**src/rtl/uart_cmd_responder.sv**
```systemverilog
`default_nettype none
// +-----------------------------------------------------------------------------+
// | uart_cmd_responder : pops 'W' A D / 'R' A byte commands from the RX FIFO,   |
// | runs one 8-bit register-bus access and pushes one response byte to TX.      |
// | Revision 1.0                                                                |
// +-----------------------------------------------------------------------------+
module uart_cmd_responder #(
   parameter int TIMEOUT_CYCLES = 1000000,
   parameter int RD_LATENCY     = 1
) (
   input  logic       clk,
   input  logic       rst,
   input  logic       rx_ready,
   input  logic [7:0] rx_byte,
   output logic       rx_read,
   input  logic       tx_fifo_full,
   output logic [7:0] tx_data,
   output logic       tx_start,
   output logic [7:0] bus_addr,
   output logic [7:0] bus_wdata,
   output logic       bus_we,
   output logic       bus_re,
   input  logic [7:0] bus_rdata,
   output logic       busy,
   output logic       err
);

   localparam int TO_W = $clog2(TIMEOUT_CYCLES + 1);
   localparam int RL_W = $clog2(RD_LATENCY + 1);

   localparam logic [7:0]      c_cmd_w   = 8'h57;
   localparam logic [7:0]      c_cmd_r   = 8'h52;
   localparam logic [7:0]      c_ack     = 8'h06;
   localparam logic [7:0]      c_nak     = 8'h15;
   localparam logic [TO_W-1:0] c_to_last = TO_W'(TIMEOUT_CYCLES - 1);
   localparam logic [TO_W-1:0] c_to_one  = TO_W'(1);
   localparam logic [RL_W-1:0] c_rl      = RL_W'(RD_LATENCY);
   localparam logic [RL_W-1:0] c_rl_one  = RL_W'(1);

   typedef enum logic [2:0] {
      S_IDLE     = 3'd0,
      S_GET_ADDR = 3'd1,
      S_GET_DATA = 3'd2,
      S_BUS_WR   = 3'd3,
      S_BUS_RD   = 3'd4,
      S_RD_WAIT  = 3'd5,
      S_SEND     = 3'd6,
      S_GAP      = 3'd7
   } state_t;

   state_t          state_q, state_d;
   logic            is_wr_q, is_wr_d;
   logic            armed_q, armed_d;
   logic [TO_W-1:0] to_cnt_q, to_cnt_d;
   logic [RL_W-1:0] rd_cnt_q, rd_cnt_d;
   logic            rx_read_q, rx_read_d;
   logic [7:0]      tx_data_q, tx_data_d;
   logic            tx_start_q, tx_start_d;
   logic [7:0]      bus_addr_q, bus_addr_d;
   logic [7:0]      bus_wdata_q, bus_wdata_d;
   logic            bus_we_q, bus_we_d;
   logic            bus_re_q, bus_re_d;
   logic            busy_q, busy_d;
   logic            err_q, err_d;
   logic            w_take;

   // The FIFO head is stale during the pop cycle, so never accept back to back.
   assign w_take = rx_ready && !rx_read_q;

   always_comb begin
      state_d     = state_q;
      is_wr_d     = is_wr_q;
      armed_d     = armed_q;
      to_cnt_d    = to_cnt_q;
      rd_cnt_d    = rd_cnt_q;
      tx_data_d   = tx_data_q;
      bus_addr_d  = bus_addr_q;
      bus_wdata_d = bus_wdata_q;
      rx_read_d   = 1'b0;
      tx_start_d  = 1'b0;
      bus_we_d    = 1'b0;
      bus_re_d    = 1'b0;
      err_d       = 1'b0;

      case (state_q)
         S_IDLE: begin
            if (w_take) begin
               rx_read_d = 1'b1;
               to_cnt_d  = '0;
               if (rx_byte == c_cmd_w || rx_byte == c_cmd_r) begin
                  is_wr_d = (rx_byte == c_cmd_w);
                  state_d = S_GET_ADDR;
               end else begin
                  tx_data_d = c_nak;
                  err_d     = 1'b1;
                  armed_d   = 1'b0;
                  state_d   = S_SEND;
               end
            end
         end
         S_GET_ADDR, S_GET_DATA: begin
            if (w_take) begin
               rx_read_d = 1'b1;
               to_cnt_d  = '0;
               if (state_q == S_GET_ADDR) begin
                  bus_addr_d = rx_byte;
                  state_d    = is_wr_q ? S_GET_DATA : S_BUS_RD;
               end else begin
                  bus_wdata_d = rx_byte;
                  state_d     = S_BUS_WR;
               end
            end else if (!rx_ready) begin
               if (to_cnt_q == c_to_last) begin
                  err_d   = 1'b1;
                  state_d = S_IDLE;
               end else begin
                  to_cnt_d = to_cnt_q + c_to_one;
               end
            end
         end
         S_BUS_WR: begin
            bus_we_d  = 1'b1;
            tx_data_d = c_ack;
            armed_d   = 1'b0;
            state_d   = S_SEND;
         end
         S_BUS_RD: begin
            bus_re_d = 1'b1;
            rd_cnt_d = '0;
            state_d  = S_RD_WAIT;
         end
         S_RD_WAIT: begin
            if (rd_cnt_q == c_rl) begin
               tx_data_d = bus_rdata;
               armed_d   = 1'b0;
               state_d   = S_SEND;
            end else begin
               rd_cnt_d = rd_cnt_q + c_rl_one;
            end
         end
         S_SEND: begin
            // One settle cycle with tx_data already held before the push edge.
            if (!armed_q) begin
               armed_d = 1'b1;
            end else if (!tx_fifo_full) begin
               tx_start_d = 1'b1;
               armed_d    = 1'b0;
               state_d    = S_GAP;
            end
         end
         S_GAP: begin
            state_d = S_IDLE;
         end
         default: begin
            state_d = S_IDLE;
         end
      endcase

      busy_d = (state_d != S_IDLE);
   end

   always_ff @(posedge clk) begin
      if (rst) begin
         state_q     <= S_IDLE;
         is_wr_q     <= 1'b0;
         armed_q     <= 1'b0;
         to_cnt_q    <= '0;
         rd_cnt_q    <= '0;
         rx_read_q   <= 1'b0;
         tx_data_q   <= 8'h00;
         tx_start_q  <= 1'b0;
         bus_addr_q  <= 8'h00;
         bus_wdata_q <= 8'h00;
         bus_we_q    <= 1'b0;
         bus_re_q    <= 1'b0;
         busy_q      <= 1'b0;
         err_q       <= 1'b0;
      end else begin
         state_q     <= state_d;
         is_wr_q     <= is_wr_d;
         armed_q     <= armed_d;
         to_cnt_q    <= to_cnt_d;
         rd_cnt_q    <= rd_cnt_d;
         rx_read_q   <= rx_read_d;
         tx_data_q   <= tx_data_d;
         tx_start_q  <= tx_start_d;
         bus_addr_q  <= bus_addr_d;
         bus_wdata_q <= bus_wdata_d;
         bus_we_q    <= bus_we_d;
         bus_re_q    <= bus_re_d;
         busy_q      <= busy_d;
         err_q       <= err_d;
      end
   end

   assign rx_read   = rx_read_q;
   assign tx_data   = tx_data_q;
   assign tx_start  = tx_start_q;
   assign bus_addr  = bus_addr_q;
   assign bus_wdata = bus_wdata_q;
   assign bus_we    = bus_we_q;
   assign bus_re    = bus_re_q;
   assign busy      = busy_q;
   assign err       = err_q;

endmodule
`default_nettype wire

```
**config.mk**
```make
export PLATFORM = sky130hd
export DESIGN_NAME = uart_cmd_responder
export DESIGN_NICKNAME = d
export VERILOG_FILES = /design/src/rtl/uart_cmd_responder.sv
export SDC_FILE = /design/constraint.sdc
export NUM_CORES = 1
export LEC_CHECK = 0
export CORE_MARGIN = 3
export CORE_UTILIZATION = 55
export CTS_CLUSTER_DIAMETER = 60
export DETAILED_ROUTE_END_ITERATION = 12
export PLACE_DENSITY = 0.84
export SLEW_MARGIN = 20
export SYNTH_ARGS = -nofsm -noshare
export SYNTH_HDL_FRONTEND = slang
export SYNTH_SLANG_ARGS = --single-unit
```
**constraint.sdc**
```tcl
create_clock -name clk -period 2.8 [get_ports clk]
set_input_delay 0.56 -clock clk [delete_from_list [all_inputs] [get_ports clk]]
set_output_delay 0.56 -clock clk [all_outputs]
set_load 0.005 [all_outputs]
```
Word-level counts from Yosys, hierarchy flattened
Index checks and enable logic that the tools add are counted.

word-level totals
  bits of input ports = 20
  logic and storage cells = 92
  register bits = 56
  output and inout bits = 30

cells by class
  muxes and demuxes = 38
  $add $sub $neg = 2
  bitwise logic cells = 4
  reductions and logical operators = 19
  equal/unequal tests = 15

operator list
  kind                                                                   count
  20-bit 2-to-1 mux                                                      4
  20-bit case mux with 2 select lines                                    1
  3-bit 2-to-1 mux                                                       10
  8-bit 2-to-1 mux                                                       3
  8-bit case mux with 3 select lines                                     1
  3-bit case mux with 7 select lines                                     1
  20-bit by 1-bit adder with 20-bit output, second input constant        1
  20-bit equality test, second input constant                            1
  8-bit by 7-bit equality test with 1-bit output, second input constant  2
  1-bit 2-to-1 mux                                                       15
  3-bit equality test, second input constant                             4
  4-bit AND reduction                                                    3
  3-bit AND reduction                                                    3
  3-bit by 2-bit equality test with 1-bit output, second input constant  2
  2-bit inequality test, second input constant                           3
  3-bit inequality test, second input constant                           2
  3-bit nonzero test                                                     2
  3-bit OR reduction                                                     2
  1-bit inverter                                                         4
  1-bit case mux with 2 select lines                                     2
  1-bit case mux with 4 select lines                                     1
  2-bit nonzero test                                                     2
  4-bit nonzero test                                                     1
  2-bit OR reduction                                                     2
  other kinds (6)                                                        6

Longest topological paths before layout
Gate-level depths: netlist (run 1).

  depth after elaboration = 6
  gate-level depth with buffers = 7
  depth with buffers taken out = 6

Least setup slack after synthesis (run 1)
No wires, ideal clock.

  path type = input port to flip-flop
  start = input port rx_ready
  end = register to_cnt_q[3]
  buffers on the path = 1
  path slack = 0.855 ns
  data arrival time = 1.875 ns
  data required time = 2.729 ns
  setup time = 0.071 ns
  stages = 6
  path through = a221o_1 > or2_0 > a21o_1 > buf_6 > or3_1 > a21oi_1

on the way
  cells in the longest elaborated chain, start to end = 3
  elaborated cells on any way between the ends = 7
  classes of those cells = eq/ne (3); mux (2); reduce/logical (2)

ends and longest elaborated chain
  what                                                                                  line  source
  start: declaration                                                                    13    input logic rx_ready,
  1-bit logical AND                                                                     68    assign w_take = rx_ready && !rx_read_q;
  3-bit inequality test (no line) (tied with other cells)                               -
  4-bit AND reduction (no line) or 20-bit case mux with 2 select lines (tied branches)  -
  end signal: assignment                                                                182   to_cnt_q <= to_cnt_d;
  end: declaration                                                                      54    logic [TO_W-1:0] to_cnt_q, to_cnt_d;

Several ways; a longest one is shown, not always the timed one.
A chain may end at the register's enable or synchronous reset.

Worst setup path after layout (run 1)
  start = input port rx_ready
  end = register to_cnt_q[4]

Same word-level chain as after synthesis.

==> results of run 1 <==
-- registers in the layout, summed over array words and instances (netlist names), 3 cells and up --
| signal | count |
|---|---|
| bus_addr | 8 |
| bus_wdata | 8 |
| state_q | 3 |
| to_cnt_q | 20 |
| tx_data | 8 |
-- area by class of cell --
class / instances / area (µm²)
Sequential cell: 56 / 1121
Inverter: 3 / 11.26
Clock buffer: 5 / 68.82
Fill cell: 378 / 1254
Timing Repair Buffer: 57 / 550.5
Clock inverter: 2 / 12.51
Tap cell: 52 / 65.06
Multi-Input combinational cell: 237 / 1361
-- routing by layer --
layer  up-vias  GRT usage  wire length [µm]
met2        65     0.3688              2707
met5         -          0                 0
li1       1215          -                 -
met3         7    0.06081               348
met4         0    0.07115                77
met1      1110     0.3289              2733
-- worst paths after layout --
path | start | slack (ps) | cells after the start | endpoint
max | rx_ready | 460 | 6 | to_cnt_q[4]
min | bus_addr[6] | 460 | 2 | bus_addr[6]
max reg2reg | to_cnt_q[0] | 560 | 6 | to_cnt_q[6]
min reg2reg | bus_addr[6] | 460 | 2 | bus_addr[6]
-- critical path, delay by kind of cell --
family / cells / cell delay, ps
AO/OA/AOI/OAI: 3 / 820
buffers and inverters: 1 / 520
AND/OR/NAND/NOR: 2 / 680
-- power breakdown --
group | leakage (nW) | internal (mW) | switching (mW) | total [mW]
Sequential | 0.454 | 0.852 | 0.0735 | 0.926
Clock | 0.0400 | 0.170 | 0.241 | 0.411
Combinational | 0.607 | 0.214 | 0.247 | 0.461
Total | 1.10 | 1.24 | 0.561 | 1.80
-- kinds of logic after synthesis --
| logic type | count (synthesis) | share of synthesized area |
|---|---|---|
| AO/OA/AOI/OAI | 68 | 0.1503 |
| XOR/XNOR | 10 | 0.03405 |
| adder cells (fa/ha/maj) | 1 | 0.004863 |
| buffers and inverters | 21 | 0.03696 |
| flip-flops | 56 | 0.4358 |
| AND/OR/NAND/NOR | 158 | 0.3380 |
-- cells in the final DEF, fill, tap and decap left out, types with 5 or more instances in the layout --
cell type,netlist,layout
a21oi_1,38,38
a31oi_1,5,5
and3_1,5,5
buf_4,0,8
clkbuf_8,0,5
clkdlybuf4s50_1,0,49
dfxtp_1,56,56
nand2_1,33,33
nand2b_1,9,9
nand3_1,31,31
nand4_1,8,8
nor2_1,25,25
nor2b_1,8,8
nor3_1,11,11
o21ai_0,12,12
or3_1,5,5
xor2_1,8,8
-- metrics by stage --
step | util | setup slack [ps] | instances | hold WS [ps]
after floorplan | - | 854.8 | 314 | 448.3
after global placement | 0.6996 | 242.0 | 405 | 438.6
after detailed placement | 0.6996 | 188.8 | 405 | 448.9
after CTS | 0.7179 | 488.2 | 412 | 461.8
after global routing | 0.7179 | 307.5 | 412 | 495.8
final | 0.7179 | 464.9 | 412 | 456.6
==> results.py, run 1 <==
metrics = {
    "run_status": {
        "outcome": "complete, no violations",
    },
    "global_routing": {
        "grt_max_degree": 38,
        "grt_pass1_wl_um": 10360,
        "grt_usage": 0.2385,
        "grt_pass1_vias": 2254,
        "grt_antenna_before_repair": 0,
        "grt_overflow": 0,
    },
    "yosys": {
        "ys_ff_latch": 56,
        "synth_area_leaders": "dfxtp_1 (44%), a21oi_1 (7.4%), nand3_1 (6.0%), nand2_1 (4.8%), nor2_1 (3.6%)",
        "synth_cell_types": 47,
        "netlist_instances": 314,
        "post-synth-top-count-cell": "dfxtp_1",
        "yosysWarnings": 0,
        "synth_top_area_cell": "dfxtp_1",
        "synth_area_um2": 2572,
        "async_reset_ff_frac": 0,
        "synth_top_cell_area_share": 0.4358,
        "synth_commonest_cells": "dfxtp_1 (56), a21oi_1 (38), nand2_1 (33), nand3_1 (31), nor2_1 (25)",
        "ys.flop_type": "dfxtp_1",
        "ys_seq_area_frac": 0.4358,
        "synthesis.nets": 335,
        "synth_area_per_cell_um2": 8.193,
        "synth_edf_count": 0,
    },
    "worst_setup_path": {
        "startpoint_type": "input port",
        "cp.arrival_ps": 2580,
        "critPathRequiredTime_ps": 3040,
        "crit_fanout": 11,
        "critPathSlowestCell": "clkdlybuf4s50_1",
        "critPathKind": "in -> reg",
        "path_cells": "clkdlybuf4s50_1, a221o_1, or2_0, a21o_1, or4_1, a21oi_1",
        "crit_path_max_incr_delay_ps": 520,
        "end_kind": "flop",
    },
    "routing": {
        "routed_wl_um": 5867,
        "dr.pass1.iters": 4,
        "antenna_left": 0,
        "drc_errors": 0,
        "wl_per_cell_um": 14.24,
        "vias": 2397,
        "via_per_inst": 5.818,
        "drt-initial-drc-count": 261,
    },
    "timing": {
        "fin_worst_skew_ps": 7.448,
        "setup_viol": 0,
        "timing.setup.tns_ps": 0,
        "rsz0062_at_grt": "false",
        "finalCriticalPeriod_ps": 2335,
        "drv_slew": 0,
        "worstMarginPinSlew_ps": 721.7,
        "hold_violations": 0,
        "fin_crit_sh": 0.8340,
        "max_freq_ghz": 0.4283,
        "relSlewSlack": 0.5179,
    },
    "final_layout": {
        "fin_area_um2": 3191,
        "antenna_cells": 0,
        "drive_gt1_frac": 0.05833,
        "nets": 381,
        "area_growth_pct": 24.03,
    },
    "clock_network": {
        "ctsResizeCount": 0,
        "htreeDepth": 2,
        "cts-root-buf": "clkbuf_8",
        "cts_hold_buf": 0,
        "cts_buffers": 5,
        "cts_tree": "done",
        "clock_path_buffers": 2,
        "clock_latency_ps": 310,
        "cts_sinks": 56,
        "path_clk_slew_ps": 90,
        "post-cts-setup-buffers": 0,
    },
    "place": {
        "portBuffers": 49,
        "place_area_um2": 3109,
        "hpwl_um": 4266,
        "gp_congestion": 0.8197,
    },
    "power_and_ir_drop": {
        "ir_worst_vdd_mv": 0.2829,
        "power_mw": 1.797,
        "powerDensity_nw_per_um2": 563.3,
        "p_leak_nw": 1.101,
    },
    "die": {
        "fp.dieH_um": 74.39,
        "core-area_um2": 4444,
        "start_util": 0.5788,
        "die_area_um2": 5534,
        "die_w_um": 74.39,
        "rows": 24,
        "design.portCount": 50,
    },
    "min_path": {
        "min_path_type": "reg -> reg",
    },
    "run": {
        "maxCapViolCount": 0,
    },
}
Note: power is estimated with default switching activity, not from simulation.
==> run 2: changes to the inputs <==
--- a/config.mk
+++ b/config.mk
@@ -6,10 +6,10 @@
 export NUM_CORES = 1
 export LEC_CHECK = 0
 export CORE_MARGIN = 3
-export CORE_UTILIZATION = 55
+export CORE_UTILIZATION = 51
 export CTS_CLUSTER_DIAMETER = 60
 export DETAILED_ROUTE_END_ITERATION = 12
-export PLACE_DENSITY = 0.84
+export PLACE_DENSITY = 0.79
 export SLEW_MARGIN = 20
 export SYNTH_ARGS = -nofsm -noshare
 export SYNTH_HDL_FRONTEND = slang
==> constraint.sdc (replaced) <==
create_clock -name clk -period 2.2 [get_ports clk]
set_input_delay 0.44 -clock clk [delete_from_list [all_inputs] [get_ports clk]]
set_output_delay 0.44 -clock clk [all_outputs]
set_load 0.005 [all_outputs]
==> run 2 against run 1 <==
  * Clock power grew 38%
  * Clock-buffer cell count rose by 1
  * Flip-flop and latch count did not move
  * Via count up 3.5%
  * Critical path depth down 1
  * Sequential power up 24%
  * Largest power group unchanged
  * Die area grew 7.2%
==> results.py, run 2 (synthesis results as in run 1) <==
metrics = {
    "run_status": {
        "outcome": "complete, no violations",
    },
    "timing": {
        "finalCriticalPeriod_ps": 2141,
        "drv_slew": 0,
        "setup_viol": 0,
        "fin_hold_ws_ps": 458.5,
        "final.setup.worst_slack_ps": 59.31,
        "fin_worst_skew_ps": 3.448,
        "timing.setup.tns_ps": 0,
        "worstMarginPinSlew_ps": 382.7,
        "hold_violations": 0,
        "relSlewSlack": 0.7448,
        "fin_crit_sh": 0.9730,
        "max_freq_ghz": 0.4671,
        "rsz0062_at_grt": "false",
    },
    "clock_network": {
        "htreeDepth": 2,
        "ctsResizeCount": 0,
        "cts_sinks": 56,
        "post-cts-setup-buffers": 0,
        "cts_tree": "done",
        "cts_hold_buf": 0,
        "clock_latency_ps": 300,
        "cts-root-buf": "clkbuf_8",
        "path_clk_slew_ps": 90,
        "cts_buffers": 5,
        "clock_path_buffers": 2,
    },
    "die": {
        "rows": 25,
        "design.portCount": 50,
        "start_util": 0.5375,
        "die_w_um": 77.02,
        "die_area_um2": 5932,
        "core-area_um2": 4786,
        "fp.dieH_um": 77.02,
    },
    "worst_setup_path": {
        "end_kind": "flop",
        "path_cells": "or4b_4, nor4_4, a21o_1, nor4_1, or3_1",
        "crit_fanout": 11,
        "critPathKind": "reg -> reg",
        "cp_num_buf_inv": 0,
        "cp.arrival_ps": 2340,
        "reg2reg_from": "to_cnt_q[12]",
        "regToRegSetupSlack_ps": 60,
        "r2r_cells": 5,
        "critPathSlowestCell": "or4b_4",
        "crit_path_max_incr_delay_ps": 570,
        "critPathRequiredTime_ps": 2400,
        "startpoint_type": "flop",
        "r2r_end": "to_cnt_q[6]",
        "cpLargestDelayFamily": "simple AND/OR/NAND/NOR gates",
    },
    "power_and_ir_drop": {
        "p_leak_nw": 1.226,
        "power_mw": 2.437,
        "p_seq_frac": 0.471,
        "ir_worst_vdd_mv": 0.4097,
        "p_sw_mw": 0.7510,
        "swShare": 0.3081,
        "clkPwrFrac": 0.233,
        "powerDensity_nw_per_um2": 718.3,
        "comb_power_share": 0.297,
        "p_int_mw": 1.686,
    },
    "place": {
        "place_inst": 443,
        "portBuffers": 49,
        "place_area_um2": 3301,
        "hpwl_um": 4580,
        "gp_congestion": 0.8652,
        "pre_cts_slack_ps": -137.6,
    },
    "final_layout": {
        "final_common_cell": "dfxtp_1",
        "area_growth_pct": 31.91,
        "final_cell_mix": "dfxtp_1 (56), clkdlybuf4s50_1 (49), a21oi_1 (38)",
        "regMostFlops": "to_cnt_q",
        "multiInputGateArea_um2": 1361,
        "fin_area_um2": 3393,
        "nets": 404,
        "instances_no_fill": 451,
        "drive_gt1_frac": 0.1172,
        "antenna_cells": 0,
        "post-route-util": 0.7090,
        "fillers": 402,
        "seqCellArea_um2": 1121,
        "largest_reg_flops": 20,
    },
    "global_routing": {
        "grt_pass1_wl_um": 10540,
        "grt_max_degree": 38,
        "grt_usage": 0.2153,
        "grt_antenna_before_repair": 0,
        "grt_pass1_vias": 2278,
        "grt_overflow": 0,
    },
    "routing": {
        "via_per_inst": 5.503,
        "drt-initial-drc-count": 297,
        "drc_errors": 0,
        "vias": 2482,
        "routed_wl_um": 6123,
        "dr.pass1.iters": 5,
        "wl_per_cell_um": 13.58,
        "antenna_left": 0,
    },
    "min_path": {
        "min_to": "tx_data[5]",
        "whs_path_depth": 2,
        "hold_start": "tx_data[5]",
        "min_path_type": "reg -> reg",
    },
    "run": {
        "maxCapViolCount": 0,
    },
}
## run 2: changes by cell type in the layout (fill, tap and decap cells not counted), sizes merged
cell / before / now
clkbuf: 5 / 6
clkinv: 1 / 2
buf: 8 / 31
clkinvlp: 1 / 0
## run 2: worst min-delay path: cells and delay by family (launching register included)
family / cells / cell delay, ps
flip-flops: 1 / 320
AND/OR/NAND/NOR: 1 / 50
AO/OA/AOI/OAI: 1 / 50
## run 2: layout make-up
class	instances	share of cell area
Clock buffer	6	0.02434
Clock inverter	2	0.002950
Inverter	3	0.003319
Multi-Input combinational cell	237	0.4012
Sequential cell	56	0.3304
Tap cell	67	0.02471
Timing Repair Buffer	80	0.2131
## run 2: power by group through the flow
stage                     sequential (mW)  combinational (mW)  clock, mW
after CTS                            1.15               0.716      0.586
after global routing                 1.16               0.794      0.632
final                                1.15               0.723      0.567
after global placement               1.17               0.700          0
after detailed placement             1.17               0.709          0
after floorplan                      1.15               0.414          0
## run 2: worst max-delay path by stage
| stage | from | slack, ps | depth (start not counted) | end |
|---|---|---|---|---|
| 2_1_floorplan | to_cnt_q[7] | 280 | 6 | to_cnt_q[6] |
| 3_3_place_gp | rx_ready | -110 | 6 | to_cnt_q[4] |
| 3_5_place_dp | rx_ready | -140 | 6 | to_cnt_q[4] |
| 4_1_cts | to_cnt_q[7] | 80 | 5 | to_cnt_q[6] |
| 5_1_grt | to_cnt_q[7] | 20 | 5 | to_cnt_q[6] |
| 6_report | to_cnt_q[12] | 60 | 5 | to_cnt_q[6] |
## run 2: per-layer routing
layer | vias to the layer above | track usage | routed length (µm)
met3 | 16 | 0.05516 | 371
li1 | 1255 | - | -
met4 | 0 | 0.07651 | 113
met5 | - | 0 | 0
met1 | 1135 | 0.3032 | 3016
met2 | 76 | 0.3188 | 2621
==> run 3: changes to the inputs <==
--- a/config.mk
+++ b/config.mk
@@ -10,6 +10,7 @@
 export CTS_CLUSTER_DIAMETER = 60
 export DETAILED_ROUTE_END_ITERATION = 12
 export PLACE_DENSITY = 0.79
+export REMOVE_ABC_BUFFERS = 1
 export SLEW_MARGIN = 20
 export SYNTH_ARGS = -nofsm -noshare
 export SYNTH_HDL_FRONTEND = slang
==> run 3 against run 2 <==
  * Total power increased by 0.19%
  * Critical path type unchanged
  * Core utilization increased by 0.26 points
  * Largest power group unchanged
  * Highest routed layer unchanged
  * First-iteration DRC count decreased by 37%
  * Final cell count increased by 0.44%
  * Flip-flop and latch count unchanged
  * Wire length increased by 2.5%
  * Hold slack got worse by 8.8 ps
==> results.py, run 3 (synthesis results as in run 1) <==
metrics = {
    "run_status": {
        "outcome": "complete, no violations",
    },
    "timing": {
        "max_freq_ghz": 0.4859,
        "hold_violations": 0,
        "rsz0062_at_grt": "false",
        "fin_hold_ws_ps": 449.7,
        "setup_viol": 0,
        "finalCriticalPeriod_ps": 2058,
        "fin_worst_skew_ps": 8.668,
        "timing.setup.tns_ps": 0,
        "drv_slew": 0,
        "final.setup.worst_slack_ps": 142.0,
        "worstMarginPinSlew_ps": 382.5,
        "fin_crit_sh": 0.9354,
        "relSlewSlack": 0.7426,
    },
    "power_and_ir_drop": {
        "p_leak_nw": 1.230,
        "powerDensity_nw_per_um2": 717.0,
        "ir_worst_vdd_mv": 0.3899,
    },
    "routing": {
        "vias": 2495,
        "wl_per_cell_um": 13.86,
        "dr.pass1.iters": 4,
        "routed_wl_um": 6279,
        "drc_errors": 0,
        "via_per_inst": 5.508,
        "drt-initial-drc-count": 186,
        "antenna_left": 0,
    },
    "run": {
        "maxCapViolCount": 0,
    },
    "worst_setup_path": {
        "cp.arrival_ps": 2250,
        "r2r_end": "to_cnt_q[6]",
        "critPathRequiredTime_ps": 2390,
        "critPathKind": "reg -> reg",
        "reg2reg_from": "to_cnt_q[12]",
        "startpoint_type": "flop",
        "crit_fanout": 11,
        "r2r_cells": 5,
        "regToRegSetupSlack_ps": 140,
        "startpoint": "to_cnt_q[12]",
        "end_kind": "flop",
    },
    "die": {
        "fp.dieH_um": 77.02,
        "design.portCount": 50,
        "core-area_um2": 4786,
        "die_area_um2": 5932,
        "rows": 25,
        "start_util": 0.5375,
        "die_w_um": 77.02,
    },
    "global_routing": {
        "grt_usage": 0.2156,
        "grt_overflow": 0,
        "grt_max_degree": 38,
        "grt_pass1_vias": 2370,
        "grt_antenna_before_repair": 0,
        "grt_pass1_wl_um": 10700,
    },
    "clock_network": {
        "ctsResizeCount": 0,
        "cts_hold_buf": 0,
        "clock_latency_ps": 310,
        "cts-root-buf": "clkbuf_8",
        "clock_path_buffers": 2,
        "post-cts-setup-buffers": 0,
        "cts_buffers": 5,
        "path_clk_slew_ps": 90,
        "htreeDepth": 2,
        "cts_sinks": 56,
        "cts_tree": "done",
    },
    "place": {
        "pre_cts_slack_ps": -144.7,
        "gp_congestion": 0.8763,
        "place_area_um2": 3316,
        "hpwl_um": 4655,
        "portBuffers": 49,
    },
    "final_layout": {
        "largest_reg_flops": 20,
        "area_growth_pct": 32.39,
        "fillers": 401,
        "drive_gt1_frac": 0.1166,
        "seqCellArea_um2": 1121,
        "nets": 406,
        "antenna_cells": 0,
        "regMostFlops": "to_cnt_q",
        "final_cell_mix": "dfxtp_1 (56), clkdlybuf4s50_1 (49), a21oi_1 (38)",
        "fin_area_um2": 3406,
        "final_common_cell": "dfxtp_1",
        "multiInputGateArea_um2": 1361,
    },
    "min_path": {
        "min_path_type": "reg -> reg",
        "whs_path_depth": 2,
        "min_to": "tx_data[3]",
        "hold_start": "tx_data[3]",
    },
}
[run 3: cell type report]
class,count,share of cell area
clock buffers,8,0.02645
inverters,3,0.003306
multi-input cells,237,0.3997
flip-flops and latches,56,0.3292
well taps,67,0.02461
repair buffers,82,0.2168
[run 3: layer usage]
layer  track usage  share of wire  up-vias
met5             0              0        -
met4       0.05694          0.011        0
met3       0.04577          0.041        8
met2        0.3720           0.49       48
met1        0.2727           0.46     1173
li1              -              -     1266
[run 3: stage by stage]
stage / util / power [mW] / instances
final: 0.7116 / 2.442 / 453
after global routing: 0.7116 / 2.577 / 453
after detailed placement: 0.6928 / 1.885 / 445
after CTS: 0.7116 / 2.457 / 453
after global placement: 0.6928 / 1.866 / 445
after floorplan: - / 1.509 / 296
[run 3: critical path: stages, from the launching register on]
cell and delay [ps]:
dfxtp_1 360, or4b_4 560, nor4_4 280, a21o_1 320, nor4_1 70, or3_1 360
[run 3: worst max path at each step]
stage,endpoint,slack (ps),cells past startpoint
final,to_cnt_q[6],140,5
after global placement,to_cnt_q[4],-110,6
after global routing,to_cnt_q[4],30,6
after detailed placement,to_cnt_q[4],-140,6
after floorplan,tx_data[2],-520,5
after CTS,to_cnt_q[6],120,5
[run 3: power by group]
| part | internal, mW | total [mW] | switching (mW) |
|---|---|---|---|
| registers | 1.08 | 1.14 | 0.0556 |
| clock network | 0.258 | 0.576 | 0.318 |
| logic | 0.352 | 0.726 | 0.374 |
| total | 1.69 | 2.44 | 0.748 |
